===== src/rtl/eth_frame_tx.sv =====
// Ethernet TX framer: prepends a 14-byte header to a byte payload and emits it as a nibble
// stream to tx_mac, zero-padding short payloads and truncating long ones.
module eth_frame_tx #(
   parameter logic [47:0] DST_MAC     = 48'hFFFF_FFFF_FFFF,
   parameter logic [47:0] SRC_MAC     = 48'h0200_0000_0001,
   parameter logic [15:0] ETHERTYPE   = 16'h88B5,
   parameter int unsigned MIN_PAYLOAD = 46,
   parameter int unsigned MAX_PAYLOAD = 1500
) (
   input  logic        clk,
   input  logic        rst_n,
   input  logic        in_vld,
   input  logic [7:0]  in_dat,
   input  logic        in_last,
   output logic        in_rdy,
   output logic        tx_vld,
   output logic [3:0]  tx_dat,
   output logic        tx_eof,
   input  logic        tx_ack,
   output logic [15:0] frames_sent,
   output logic [15:0] frames_trunc
);

   typedef enum logic [2:0] {StIdle, StHdr, StPayload, StPad, StDrop} state_e;

   localparam logic [111:0] Hdr     = {DST_MAC, SRC_MAC, ETHERTYPE};
   localparam logic [10:0]  MinCnt  = 11'(MIN_PAYLOAD);
   localparam logic [10:0]  MaxCnt  = 11'(MAX_PAYLOAD);
   localparam logic [10:0]  HdrLast = 11'd13;

   state_e      state_q, state_d;
   logic        phase_q, phase_d;
   logic [10:0] cnt_q, cnt_d;
   logic [15:0] sent_q, sent_d;
   logic [15:0] trunc_q, trunc_d;

   logic [7:0]  hdr_byte;
   logic [10:0] cnt_inc;
   logic        hs;

   assign frames_sent  = sent_q;
   assign frames_trunc = trunc_q;

   // cnt_q doubles as the header byte index while in StHdr
   always_comb begin
      hdr_byte = 8'(Hdr >> (7'd104 - 7'({cnt_q[3:0], 3'b000})));
      cnt_inc  = cnt_q + 11'd1;
      tx_vld   = 1'b0;
      tx_dat   = 4'h0;
      tx_eof   = 1'b0;
      in_rdy   = 1'b0;
      unique case (state_q)
         StHdr: begin
            tx_vld = 1'b1;
            tx_dat = phase_q ? hdr_byte[7:4] : hdr_byte[3:0];
         end
         StPayload: begin
            tx_vld = in_vld;
            tx_dat = phase_q ? in_dat[7:4] : in_dat[3:0];
            in_rdy = tx_ack & phase_q;
            tx_eof = in_vld & phase_q &
                     ((in_last & (cnt_inc >= MinCnt)) | (cnt_inc == MaxCnt));
         end
         StPad: begin
            tx_vld = 1'b1;
            tx_eof = phase_q & (cnt_inc == MinCnt);
         end
         StDrop: in_rdy = 1'b1;
         default: ;
      endcase
   end

   always_comb begin
      hs      = tx_vld & tx_ack;
      state_d = state_q;
      phase_d = phase_q;
      cnt_d   = cnt_q;
      sent_d  = sent_q;
      trunc_d = trunc_q;
      if (hs) phase_d = ~phase_q;
      if (hs && tx_eof) sent_d = sent_q + 16'd1;
      unique case (state_q)
         StIdle: begin
            if (in_vld) begin
               state_d = StHdr;
               cnt_d   = '0;
               phase_d = 1'b0;
            end
         end
         StHdr: begin
            if (hs && phase_q) begin
               if (cnt_q == HdrLast) begin
                  state_d = StPayload;
                  cnt_d   = '0;
               end else begin
                  cnt_d = cnt_inc;
               end
            end
         end
         StPayload: begin
            if (in_vld && in_rdy) begin
               cnt_d = cnt_inc;
               if (tx_eof) begin
                  // eof without in_last can only mean the MAX_PAYLOAD cut-off
                  state_d = in_last ? StIdle : StDrop;
                  if (!in_last) trunc_d = trunc_q + 16'd1;
               end else if (in_last) begin
                  state_d = StPad;
               end
            end
         end
         StPad: begin
            if (hs && phase_q) begin
               cnt_d = cnt_inc;
               if (tx_eof) state_d = StIdle;
            end
         end
         StDrop: begin
            if (in_vld && in_last) state_d = StIdle;
         end
         default: state_d = StIdle;
      endcase
   end

   always_ff @(posedge clk or negedge rst_n) begin
      if (!rst_n) begin
         state_q <= StIdle;
         phase_q <= 1'b0;
         cnt_q   <= '0;
         sent_q  <= '0;
         trunc_q <= '0;
      end else begin
         state_q <= state_d;
         phase_q <= phase_d;
         cnt_q   <= cnt_d;
         sent_q  <= sent_d;
         trunc_q <= trunc_d;
      end
   end

endmodule


===== config.mk =====
export PLATFORM = sky130hd
export DESIGN_NAME = eth_frame_tx
export DESIGN_NICKNAME = d
export VERILOG_FILES = /design/src/rtl/eth_frame_tx.sv
export SDC_FILE = /design/constraint.sdc
export NUM_CORES = 1
export LEC_CHECK = 0
export CORE_UTILIZATION = 60
export CTS_BUF_LIST = sky130_fd_sc_hd__clkbuf_8
export CTS_CLUSTER_DIAMETER = 150
export CTS_CLUSTER_SIZE = 20
export DETAILED_ROUTE_END_ITERATION = 10
export PLACE_DENSITY_LB_ADDON = 0.15
export SYNTH_ARGS = -nofsm -noshare
export SYNTH_HDL_FRONTEND = slang
export SYNTH_SLANG_ARGS = --single-unit

===== constraint.sdc =====
create_clock -name clk -period 4.3 [get_ports clk]
set_input_delay 1.075 -clock clk [delete_from_list [all_inputs] [get_ports clk]]
set_output_delay 1.075 -clock clk [all_outputs]
set_load 0.02 [all_outputs]

# Word-level counts from Yosys, hierarchy flattened

Index checks and enable logic that the tools add are counted.

Bitwise operators: 9
Muxes and demuxes: 26
Shift operators: 1
$lt $le $gt $ge: 1
Eq/ne operators: 15
Reduce and logical (&&, ||, !) cells: 10
$add $sub $neg: 4

Operators with widths:

| cell                    | count |
|---|---|
| $shr A112 B7 Y8 const A | 1 |
| $mux W11                | 5 |
| $pmux W11 S4            | 1 |
| $add A16 B1 Y16 const B | 2 |
| $mux W3                 | 10 |
| $pmux W3 S5             | 1 |
| $ne A2 B2 Y1 const B    | 7 |
| $add A11 B1 Y11 const B | 1 |
| $eq A11 B11 Y1 const B  | 1 |
| $eq A11 B4 Y1 const B   | 1 |
| $eq A11 B6 Y1 const B   | 1 |
| $ge A11 B6 Y1 const B   | 1 |
| $mux W4                 | 2 |
| $pmux W4 S2             | 1 |
| $reduce_and A8 Y1       | 1 |
| $sub A7 B7 Y7 const A   | 1 |
| $and A1 B1 Y1           | 6 |
| $eq A3 B2 Y1 const B    | 2 |
| $pmux W1 S2             | 3 |
| $reduce_and A5 Y1       | 1 |
| $logic_and A1 B1 Y1     | 4 |
| $reduce_and A4 Y1       | 1 |
| $reduce_bool A4 Y1      | 1 |
| $eq A3 B1 Y1 const B    | 1 |
| other kinds (7)         | 10 |

Register bits: 47
Input bits: 13

# Logic depth before layout (Yosys ltp)

Gate-level depths: netlist of the first run.

Word-level depth: 9
Gate-level depth with buffers: 12
Gate-level depth less buffers: 10

# Worst setup path after synthesis of the first run

No wires, ideal clock.

Path kind: input port to flip-flop
From: in in_vld
To: reg trunc_q[6] (netlist: frames_trunc[6])
Data required time: 4,220 ps
Library setup time: 80 ps
Arrival time: 3,367 ps
Path slack: 853 ps
Stages: 11
Cell sequence: a21oi_1 > nor2_1 > and2_1 > clkbuf_1 > ha_1 > a21oi_1 > a22o_1 > nor3_2 > o2111ai_4 > nor3_2 > xor2_1

Longest elaborated chain between the ends: 4
Elaborated cells on any way between the ends: 5
Those cells by class: mux: 1; bitwise: 2; reduce/logical: 2

RTL lines:

| item                                   | RTL line | text |
|---|---|---|
| from (decl)                            | 12       | `input logic in_vld,` |
| $and A1 B1 Y1 (2 in a row)             | 61       | `tx_eof = in_vld & phase_q &` |
| $pmux W1 S2                            | 52       | `unique case (state_q)` |
| $reduce_and A4 Y1 (no source line) (*) | --       |  |
| to (signal assigned)                   | 137      | `trunc_q <= trunc_d;` |
| to (decl)                              | 35       | `logic [15:0] trunc_q, trunc_d;` |

Mark *: on every way between the ends. The rest lies on a longest branch, timed or not.
A chain may end at the register's enable or synchronous reset.

# Worst setup path in the final report of the first run

From: reg cnt_q[2]
To: out tx_eof

Longest elaborated chain between the ends: 6
Elaborated cells on any way between the ends: 9
Those cells by class: add/sub: 1; order compare: 1; eq/ne: 2; mux: 1; bitwise: 4

RTL lines:

| item                   | RTL line | text |
|---|---|---|
| from (decl)            | 33       | `logic [10:0] cnt_q, cnt_d;` |
| from (signal assigned) | 135      | `cnt_q <= cnt_d;` |
| $add A11 B1 Y11 (*)    | 47       | `cnt_inc = cnt_q + 11'd1;` |
| $ge A11 B6 Y1          | 62       | `((in_last & (cnt_inc >= MinCnt)) \| (cnt_inc == MaxCnt));` |
| $and A1 B1 Y1          | 62       |  |
| $or A1 B1 Y1           | 62       |  |
| $and A1 B1 Y1          | 61       |  |
| $pmux W1 S2 (*)        | 52       |  |
| to (decl)              | 18       | `output logic tx_eof,` |

Marks and branches as above.

==> results of run 1 <==
-- where the power goes --
group / switching [mW] / internal [mW] / total (mW) / leakage (nW)
Clock: 0.163 / 0.132 / 0.295 / 0.0474
Sequential: 0.0911 / 0.471 / 0.562 / 0.628
Combinational: 0.202 / 0.144 / 0.346 / 0.877
-- worst reg2reg max path: stages (launching register included) --
cell	delay, ns
dfrtp_1	0.50
ha_1	0.34
and3_1	0.27
xnor2_1	0.32
nand4b_1	0.21
a211oi_4	0.28
a41o_4	0.14
buf_4	0.26
nand3_2	0.16
mux2_4	0.34
-- cell type report --
| type | instances | area, um2 | share of cell area (%) |
|---|---|---|---|
| clock inverter | 2 | 16.3 | 0.436 |
| sequential | 47 | 1180 | 31.5 |
| inverter | 9 | 33.8 | 0.905 |
| tap | 67 | 83.8 | 2.24 |
| clock buffer | 6 | 82.6 | 2.21 |
| multi-input combinational | 258 | 1790 | 47.9 |
| timing repair buffer | 57 | 553 | 14.8 |
-- cell usage after synthesis (2+ instances only) --
| cell type | n | area [um2] |
|---|---|---|
| o31ai_1 | 5 | 37.5 |
| nand3_2 | 2 | 20.0 |
| clkbuf_1 | 3 | 11.3 |
| xor2_1 | 6 | 52.6 |
| nor3_1 | 3 | 15.0 |
| and2_1 | 2 | 12.5 |
| nand4_1 | 10 | 62.6 |
| nand2_1 | 24 | 90.1 |
| nor3_2 | 4 | 40.0 |
| and4_1 | 15 | 131 |
| o2111ai_1 | 3 | 26.3 |
| inv_1 | 9 | 33.8 |
| buf_2 | 10 | 50.1 |
| o21ai_1 | 11 | 55.1 |
| nor4_1 | 2 | 12.5 |
| o22ai_1 | 4 | 25.0 |
| nand3_1 | 14 | 70.1 |
| and3_1 | 11 | 68.8 |
| o211ai_1 | 2 | 15.0 |
| xnor2_1 | 29 | 254 |
| mux2i_1 | 4 | 40.0 |
| buf_6 | 4 | 45.0 |
| nor2_1 | 22 | 82.6 |
| a31oi_1 | 2 | 12.5 |
| a21oi_1 | 15 | 75.1 |
| nor2b_1 | 4 | 25.0 |
| ha_1 | 10 | 125 |
| nand2b_1 | 7 | 43.8 |
| dfrtp_1 | 47 | 1180 |
| or3_1 | 2 | 12.5 |
| o21ai_0 | 21 | 105 |
| or2_2 | 2 | 12.5 |
| and3b_1 | 2 | 17.5 |
-- metal layers --
layer	wire, um	share of wire, %	up-vias
met3	381	5.3	7
li1	-	-	1298
met2	3460	48	77
met1	3260	45	1284
met4	82	1.1	0
met5	0	0	-
-- state kept, by name, summed over array words and instances, names as in the netlist --
| signal | cells |
|---|---|
| frames_sent | 16 |
| frames_trunc | 16 |
| cnt_q | 11 |
| state_q | 3 |
| phase_q | 1 |
-- final timing paths --
kind	end	cells after the start
worst max-delay path	tx_eof	8
worst min-delay path	frames_sent[15]$_DFFE_PN0P_	1
worst max register to register	frames_trunc[1]$_DFFE_PN0P_	9
worst min register to register	frames_sent[15]$_DFFE_PN0P_	1
max in group asynchronous	frames_sent[14]$_DFFE_PN0P_	1
min in group asynchronous	frames_trunc[7]$_DFFE_PN0P_	1
-- logic make-up (layout without fill, tap and decap cells) --
group | after synthesis | after routing | synth area share [%]
AND/OR/NAND/NOR | 128 | 128 | 23.7
AO/OA/AOI/OAI | 79 | 79 | 17.6
flip-flops | 47 | 47 | 38.0
XOR/XNOR | 35 | 35 | 9.90
buffers and inverters | 27 | 74 | 4.65
adder cells (fa/ha/maj) | 10 | 10 | 4.04
multiplexers | 6 | 6 | 2.14
-- metrics by stage --
step           area (um2)  power, mW  setup slack, ns  hold WS, ns  instances
3_5_place_dp         3620      0.894           0.0266        0.463        438
3_3_place_gp         3620      0.888           0.0977        0.464        438
5_1_grt              3730       1.27            0.228        0.509        446
4_1_cts              3720       1.19          0.00414        0.488        446
2_1_floorplan        3100      0.807            0.853        0.556        332
6_report             3730       1.20            0.416        0.486        446
-- what timing repair did --
item	4_1_cts	5_1_grt
resized for setup	0	3
buffers inserted	0	0
endpoints found under the setup margin	0	1
endpoints found under the hold margin	0	0
==> results.json, run 1 <==
{
  "dieArea_mm2": 0.00545,
  "slowest_stage": "dfrtp_1",
  "ir_worst_vdd_uv": 197,
  "timing.final.crit_period_ns": 3.88,
  "max_stage_delay_ns": 0.55,
  "max_slew_margin_pct": 30.9,
  "wl_um": 7190,
  "drive_gt1_share_pct": 8.71,
  "use_met1_pct": 36.3,
  "ys_async_sr_fraction_pct": 100,
  "htreeDepth": 2,
  "reg2reg_slack_ns": 1.37,
  "core_area_mm2": 0.00485,
  "crit_chain": "ha_1 -> a21boi_0 -> o21ai_0 -> nand4b_1 -> a211oi_4 -> a41o_4 -> or2_2 -> dlymetal6s2s_1",
  "antenna_cells": 0,
  "cellPowerDensity_mw_per_mm2": 322,
  "arrival_ns": 2.81,
  "rows": 25,
  "layout_common_cells": "49 x clkdlybuf4s50_1, 47 x dfrtp_1, 28 x xnor2_1",
  "cts_made_buffers": 5,
  "utilization_pct": 77.0,
  "cp.required_ns": 3.22,
  "antenna_found_initial": 0,
  "cts_buffer_depth": 2,
  "hold_buffers": 0,
  "tns_ns": 0,
  "path_delay_family": "compound AO/OA/AOI/OAI gates",
  "grt_pass1_vias": 2494,
  "hpwl_um": 4980,
  "clock-root-buffer": "clkbuf_8",
  "synth_cell_types": 54,
  "die_h_um": 73.8,
  "vias_per_cell": 5.98,
  "syn_area_per_cell_um2": 9.32,
  "final_common_cell": "clkdlybuf4s50_1",
  "cp-end-kind": "output pin",
  "wire_per_inst_um": 16.1,
  "portBuffers": 51,
  "synth_area_mm2": 0.00310,
  "leakage_nw": 1.55,
  "drt_iter0_markers": 172,
  "yosys_warnings": 0,
  "cp_max_fo": 9,
  "dr.pass1.iters": 4,
  "slew_viol_final": 0,
  "top_usage_layer": "met2",
  "skew_ns": 0.00930,
  "nFillCells": 341,
  "grt_usage_pct": 27.8,
  "max_clock_freq_ghz": 0.257,
  "reg2reg_from": "cnt_q[0]$_DFFE_PN0P_",
  "grt_max_degree": 48,
  "synth_edf_count": 0,
  "grt.met2_usage_pct": 46.2,
  "fin_nets": 401,
  "cp-start-kind": "flip-flop",
  "setup_viol": 0,
  "drtAntennaViolNets": 0,
  "synth_fp_nets": 355,
  "io_pins": 52,
  "clock_latency_ns": 0.31,
  "num_vias": 2666,
  "yosysSeqAreaShare_pct": 38.0,
  "hold_violations": 0,
  "routabilityCongestion": 0.853,
  "die_w_um": 73.8,
  "grt_pass1_wl_um": 11600,
  "rsz0062_at_grt": "no",
  "dominantRegCellSynth": "dfrtp_1",
  "outcome": "completed",
  "worst_pin_slew_ns": 1.04,
  "initial_core_util_pct": 63.8,
  "cp.buffers_inverters": 1,
  "cts_sinks": 47,
  "min_from": "frames_sent[15]$_DFFE_PN0P_",
  "critPathKind": "reg -> out",
  "drc": 0,
  "hp-class": "reg -> reg",
  "synth_cells": 332,
  "ys_seq_elements": 47,
  "cp-startpoint": "cnt_q[2]$_DFFE_PN0P_",
  "grt_util_met3_pct": 6.04,
  "post-route-period-util_pct": 90.3,
  "clk_pin_slew_worst_paths_ns": 0.09,
  "synthToLayoutAreaGrowth_pct": 20.7,
  "grt-ovfl-total": 0,
  "drv_cap": 0,
  "cts_tree": "done"
}
No activity file was read; power rests on OpenSTA's default activity.
==> run 2, diff against run 1 <==
--- a/config.mk
+++ b/config.mk
@@ -5,6 +5,7 @@
 export SDC_FILE = /design/constraint.sdc
 export NUM_CORES = 1
 export LEC_CHECK = 0
+export CORE_ASPECT_RATIO = 1.2
 export CORE_UTILIZATION = 60
 export CTS_BUF_LIST = sky130_fd_sc_hd__clkbuf_8
 export CTS_CLUSTER_DIAMETER = 150
==> run 2 against run 1 <==
Net effect: maximum frequency down 8.3%; worst hold slack is essentially flat; critical path depth decreased by 1; setup slack worse by 0.35 ns; clock skew shrank 0.0044 ns; sequential share of layout area shrank 0.072 points; first-iteration DRC count increased by 9.9%; register-to-register slack improved by 0.05 ns; critical path type is now in -> out; largest cell class unchanged.
==> results.json, run 2 (synthesis results as in run 1) <==
{
  "wl_um": 7350,
  "grt_usage_pct": 29.6,
  "dieArea_mm2": 0.00545,
  "holdPathEnd": "frames_trunc[15]$_DFFE_PN0P_",
  "grt_max_degree": 48,
  "rr_worst_depth": 9,
  "drt_iter0_markers": 189,
  "clk_pin_slew_worst_paths_ns": 0.09,
  "reg2reg_slack_ns": 1.42,
  "hp-class": "reg -> reg",
  "path_delay_family": "buffers and inverters",
  "crit_chain": "clkdlybuf4s50_1 -> nor2b_1 -> nand4_1 -> nor4_1 -> a41o_4 -> or2_2 -> clkdlybuf4s50_1",
  "antenna_found_initial": 0,
  "max_clock_freq_ghz": 0.236,
  "p_total_mw": 1.26,
  "drv_cap": 0,
  "critPathKind": "in -> out",
  "dr.pass1.iters": 4,
  "slowest_stage": "clkdlybuf4s50_1",
  "cp.required_ns": 3.22,
  "clock-root-buffer": "clkbuf_8",
  "portBuffers": 51,
  "crit_cells": 7,
  "cp-start-kind": "input port",
  "rsz0062_at_grt": "no",
  "die_h_um": 80.7,
  "cts_buffer_depth": 2,
  "cts_tree": "done",
  "drtAntennaViolNets": 0,
  "cts_sinks": 47,
  "holdWs_ns": 0.486,
  "drc": 0,
  "use_met1_pct": 36.7,
  "leakage_nw": 1.55,
  "timing.final.crit_period_ns": 4.23,
  "cp.buffers_inverters": 2,
  "dpl_cell_area_mm2": 0.00362,
  "skew_ns": 0.00487,
  "fin_nets": 402,
  "outcome": "completed",
  "min_from": "frames_trunc[15]$_DFFE_PN0P_",
  "setup_viol": 0,
  "synthToLayoutAreaGrowth_pct": 21.1,
  "hold_buffers": 0,
  "core_area_mm2": 0.00494,
  "top_usage_layer": "met2",
  "grt-ovfl-total": 0,
  "worst_pin_slew_ns": 1.06,
  "max_slew_margin_pct": 29.2,
  "cp-end-kind": "output pin",
  "hpwl_um": 5160,
  "grt_pass1_vias": 2599,
  "ir_worst_vdd_uv": 184,
  "arrival_ns": 3.16,
  "tns_ns": 0,
  "cellPowerDensity_mw_per_mm2": 336,
  "wire_per_inst_um": 16.7,
  "utilization_pct": 75.9,
  "antenna_cells": 0,
  "whs_path_depth": 1,
  "vias_per_cell": 6.14,
  "clock_latency_ns": 0.31,
  "grt_util_met3_pct": 5.68,
  "slew_viol_final": 0,
  "routabilityCongestion": 0.884,
  "post-route-period-util_pct": 98.5,
  "cp_common_cell": "clkdlybuf4s50_1",
  "design_area_mm2": 0.00375,
  "num_vias": 2703,
  "htreeDepth": 2,
  "postCtsSetupBuffers": 0,
  "max_stage_delay_ns": 0.62,
  "io_pins": 52,
  "die_w_um": 67.6,
  "cp_max_fo": 3,
  "r2r-end": "frames_trunc[1]$_DFFE_PN0P_",
  "initial_core_util_pct": 62.7,
  "grt.met2_usage_pct": 49.2,
  "layout_common_cells": "50 x clkdlybuf4s50_1, 46 x dfrtp_1, 28 x xnor2_1",
  "drive_gt1_share_pct": 9.21,
  "grt_pass1_wl_um": 12200,
  "final_common_cell": "clkdlybuf4s50_1",
  "reg2reg_from": "cnt_q[0]$_DFFE_PN0P_",
  "rows": 28,
  "hold_violations": 0,
  "cts_made_buffers": 5
}
## run 2: layer usage
layer,vias up,wire length (um)
met5,-,0
met3,16,283
met4,0,133
met2,72,3780
met1,1310,3150
li1,1305,-
## run 2: report_power, final
group	total [mW]	switching (mW)	internal, mW
clock	0.347	0.159	0.188
sequential	0.542	0.0695	0.472
combinational	0.369	0.219	0.150
total	1.26	0.447	0.810
## run 2: how the worst max path moves through the flow
stage | start | endpoint | slack [ns]
after detailed placement | in_vld | tx_eof | 0.08
after global placement | in_vld | tx_eof | 0.13
after floorplan | in_vld | frames_trunc[6]$_DFFE_PN0P_ | 0.85
after CTS | in_vld | tx_eof | 0.06
final | in_vld | tx_eof | 0.07
after global routing | cnt_q[0]$_DFFE_PN0P_ | tx_eof | 0.007
## run 2: layout make-up
class | count | area (um2)
clock buffer | 6 | 82.6
clock inverter | 2 | 35.0
fill | 357 | 1190
inverter | 9 | 33.8
multi-input combinational | 258 | 1790
sequential | 47 | 1180
tap | 60 | 75.1
timing repair buffer | 58 | 558
## run 2: per-stage QoR
stage / cells / setup WS (ns)
6_report: 440 / 0.0656
5_1_grt: 440 / 0.00748
4_1_cts: 440 / 0.0629
3_5_place_dp: 432 / 0.0807
3_3_place_gp: 432 / 0.128
2_1_floorplan: 332 / 0.853
## run 2: what timing repair did
item,4_1_cts,5_1_grt
setup endpoints to repair,0,1
gates resized for setup,0,4
hold endpoints to repair,0,0
==> RTL edit: new RTL, config.mk and constraints of run 2 <==
Re-encode `state_e` (5 states) as Gray code, 3 bits wide.
--- a/src/rtl/eth_frame_tx.sv
+++ b/src/rtl/eth_frame_tx.sv
@@ -22,5 +22,5 @@
 );
 
-   typedef enum logic [2:0] {StIdle, StHdr, StPayload, StPad, StDrop} state_e;
+   typedef enum logic [2:0] {StIdle = 3'b000, StHdr = 3'b001, StPayload = 3'b011, StPad = 3'b010, StDrop = 3'b110} state_e;
 
    localparam logic [111:0] Hdr     = {DST_MAC, SRC_MAC, ETHERTYPE};
Check against the original RTL: same outputs for any inputs over 10 cycles, from zero or initial values and one cycle with rst_n low; not proved beyond that.
==> RTL edit against run 2 <==
  * Routed wire length is 11% lower
  * Power shrank 4.4%
  * Core utilization is 0.39 points higher
  * Final area is 5.1% lower
  * Count of clock-buffer cells in the layout decreased by 1
  * Synthesized cell count is 6.0% lower
  * Area after synthesis down 4.5%
  * Fmax grew 8.0%
  * Global-route usage decreased by 2.4 points
  * Sequential cell count did not move
  * Non-clock buffer count fell by 3
  * Sequential share of layout area is 1.7 points higher
  * Worst setup slack gained 0.31 ns
==> RTL edit: results (changes against run 2) <==
[global_route]
track_usage = 0.273  ; -0.0236
grt_first_pass_wirelength_um = 10900  ; -10%
grt_pass1_vias = 2369  ; -8.8%

[timing]
final.setup_skew_ns = 0.00693  ; +0.00205 ns
timing.slew.headroom = 0.301  ; +0.00830

[power]
switchingPower_w = 0.000440  ; -1.5%
p_leak_nw = 1.59  ; +2.5%
vdd_ir_drop_max_v = 0.000226  ; +23%

[routing]
avgRoutedWirePerCell_um = 15.6  ; -6.5%
drt-vias-per-instance = 5.97  ; -2.8%
drt-initial-drc-count = 208  ; +10%

[run_status]
result_of_the_run = complete, no violations

[worst_setup_path]
slowest_delay_ns = 0.52  ; -0.10 ns
timing.critical_path.slowest_stage_cell = clkdlybuf4s50_1
critPathArrivalTime_ns = 2.85  ; -0.31 ns
timing.critical_path.fanout_max = 4  ; +1

[placement]
dp_hpwl_um = 4810  ; -6.9%
placement.cell_area_um2 = 3470  ; -4.1%
gp_congestion = 0.828  ; -6.3%
port_buffers = 51  ; unchanged

[synthesis]
yosys_warnings = 0  ; unchanged
netlist-cell-type-count = 57  ; +5.6%
syn-num-nets = 335  ; -5.6%
biggest_area_contributors_in_the_synthesized_netlist = dfrtp_1 40%, xnor2_1 5.3%, xor2_1 4.4%
ys_top_cells_by_count = 47 x dfrtp_1, 28 x nand2_1, 21 x nor2_1, 20 x nand3_1, 18 x xnor2_1
synth_sequential_area_ratio = 0.398  ; +0.0180

[cells_and_area]
insertedDiodeCount = 0  ; unchanged
final_nets = 384  ; -4.5%
layout-drive-gt1-share = 0.0718  ; -0.0203

[clocking]
cts-root-buf = clkbuf_8

[min_path]
hold_class = flip-flop to flip-flop

RTL edit: cell count changes in the layout (fill, tap and decap cells not counted), moves of 8 or more:
cell,change
o21ai_1,-11
xor2_1,+9
xnor2_1,-10
a21oi_1,-8
and4_1,-14
RTL edit: timing repair:
| action | 4_1_cts | 5_1_grt |
|---|---|---|
| endpoints found under the setup margin | 0 | 1 |
| hold endpoints to repair | 0 | 0 |
| resized for setup | 0 | 1 |
RTL edit: cells by family after synthesis:
family	after synthesis	share of synthesized area
AOI/OAI and AO/OA	58	0.148
buffers and inverters	26	0.0478
muxes	7	0.0246
adders and majority gates	10	0.0423
and+or+nand+nor	131	0.241
DFF	47	0.398
xor gates and xnor gates	33	0.0978
RTL edit: through the flow:
stage	util	setup WS, ns	instances	total power, W	hold WS, ns
floorplan	-	1.01	312	0.000832	0.498
finish	0.762	0.379	420	0.00120	0.473
global placement	0.744	0.0681	412	0.000945	0.461
CTS	0.762	0.0134	420	0.00121	0.478
detailed placement	0.744	0.0329	412	0.000956	0.460
global route	0.762	0.243	420	0.00128	0.503
RTL edit: layout make-up:
cell class | instances | area, um2
Multi-Input combinational cell | 239 | 1640
Timing Repair Buffer | 55 | 538
Clock inverter | 3 | 12.5
Fill cell | 330 | 1110
Tap cell | 58 | 72.6
Inverter | 13 | 48.8
Sequential cell | 47 | 1180
Clock buffer | 5 | 68.8
RTL edit: worst paths after layout:
check                                    to  slack, ns              from
min                        frames_trunc[15]       0.47  frames_trunc[15]
max in group asynchronous    frames_sent[3]       2.69             rst_n
min reg2reg                frames_trunc[15]       0.47  frames_trunc[15]
min in group asynchronous          cnt_q[1]       0.96             rst_n
max reg2reg                 frames_trunc[9]       1.11          cnt_q[0]
max                                  tx_eof       0.38            in_vld
RTL edit: layer usage:
| metal | share of wire | vias to the layer above | GRT usage |
|---|---|---|---|
| met2 | 0.50 | 77 | 0.447 |
| met4 | 0.0087 | 0 | 0.0723 |
| met5 | 0 | - | 0 |
| li1 | - | 1212 | - |
| met3 | 0.053 | 8 | 0.0747 |
| met1 | 0.44 | 1210 | 0.353 |
RTL edit: worst register-to-register path, stage by stage (launching register included):
cell	delay [ns]
dfrtp_1	0.54
ha_1	0.41
nand3_1	0.14
xnor2_1	0.42
nand2b_4	0.10
a2111oi_4	0.36
buf_4	0.19
o2111ai_4	0.30
nor4_1	0.49
xor2_1	0.19
RTL edit: power groups by stage:
stage	sequential [W]	clock [W]	combinational, W
floorplan	0.000506	0	0.000327
global placement	0.000542	0	0.000402
detailed placement	0.000544	0	0.000412
CTS	0.000535	0.000263	0.000414
global route	0.000543	0.000283	0.000457
finish	0.000536	0.000253	0.000413
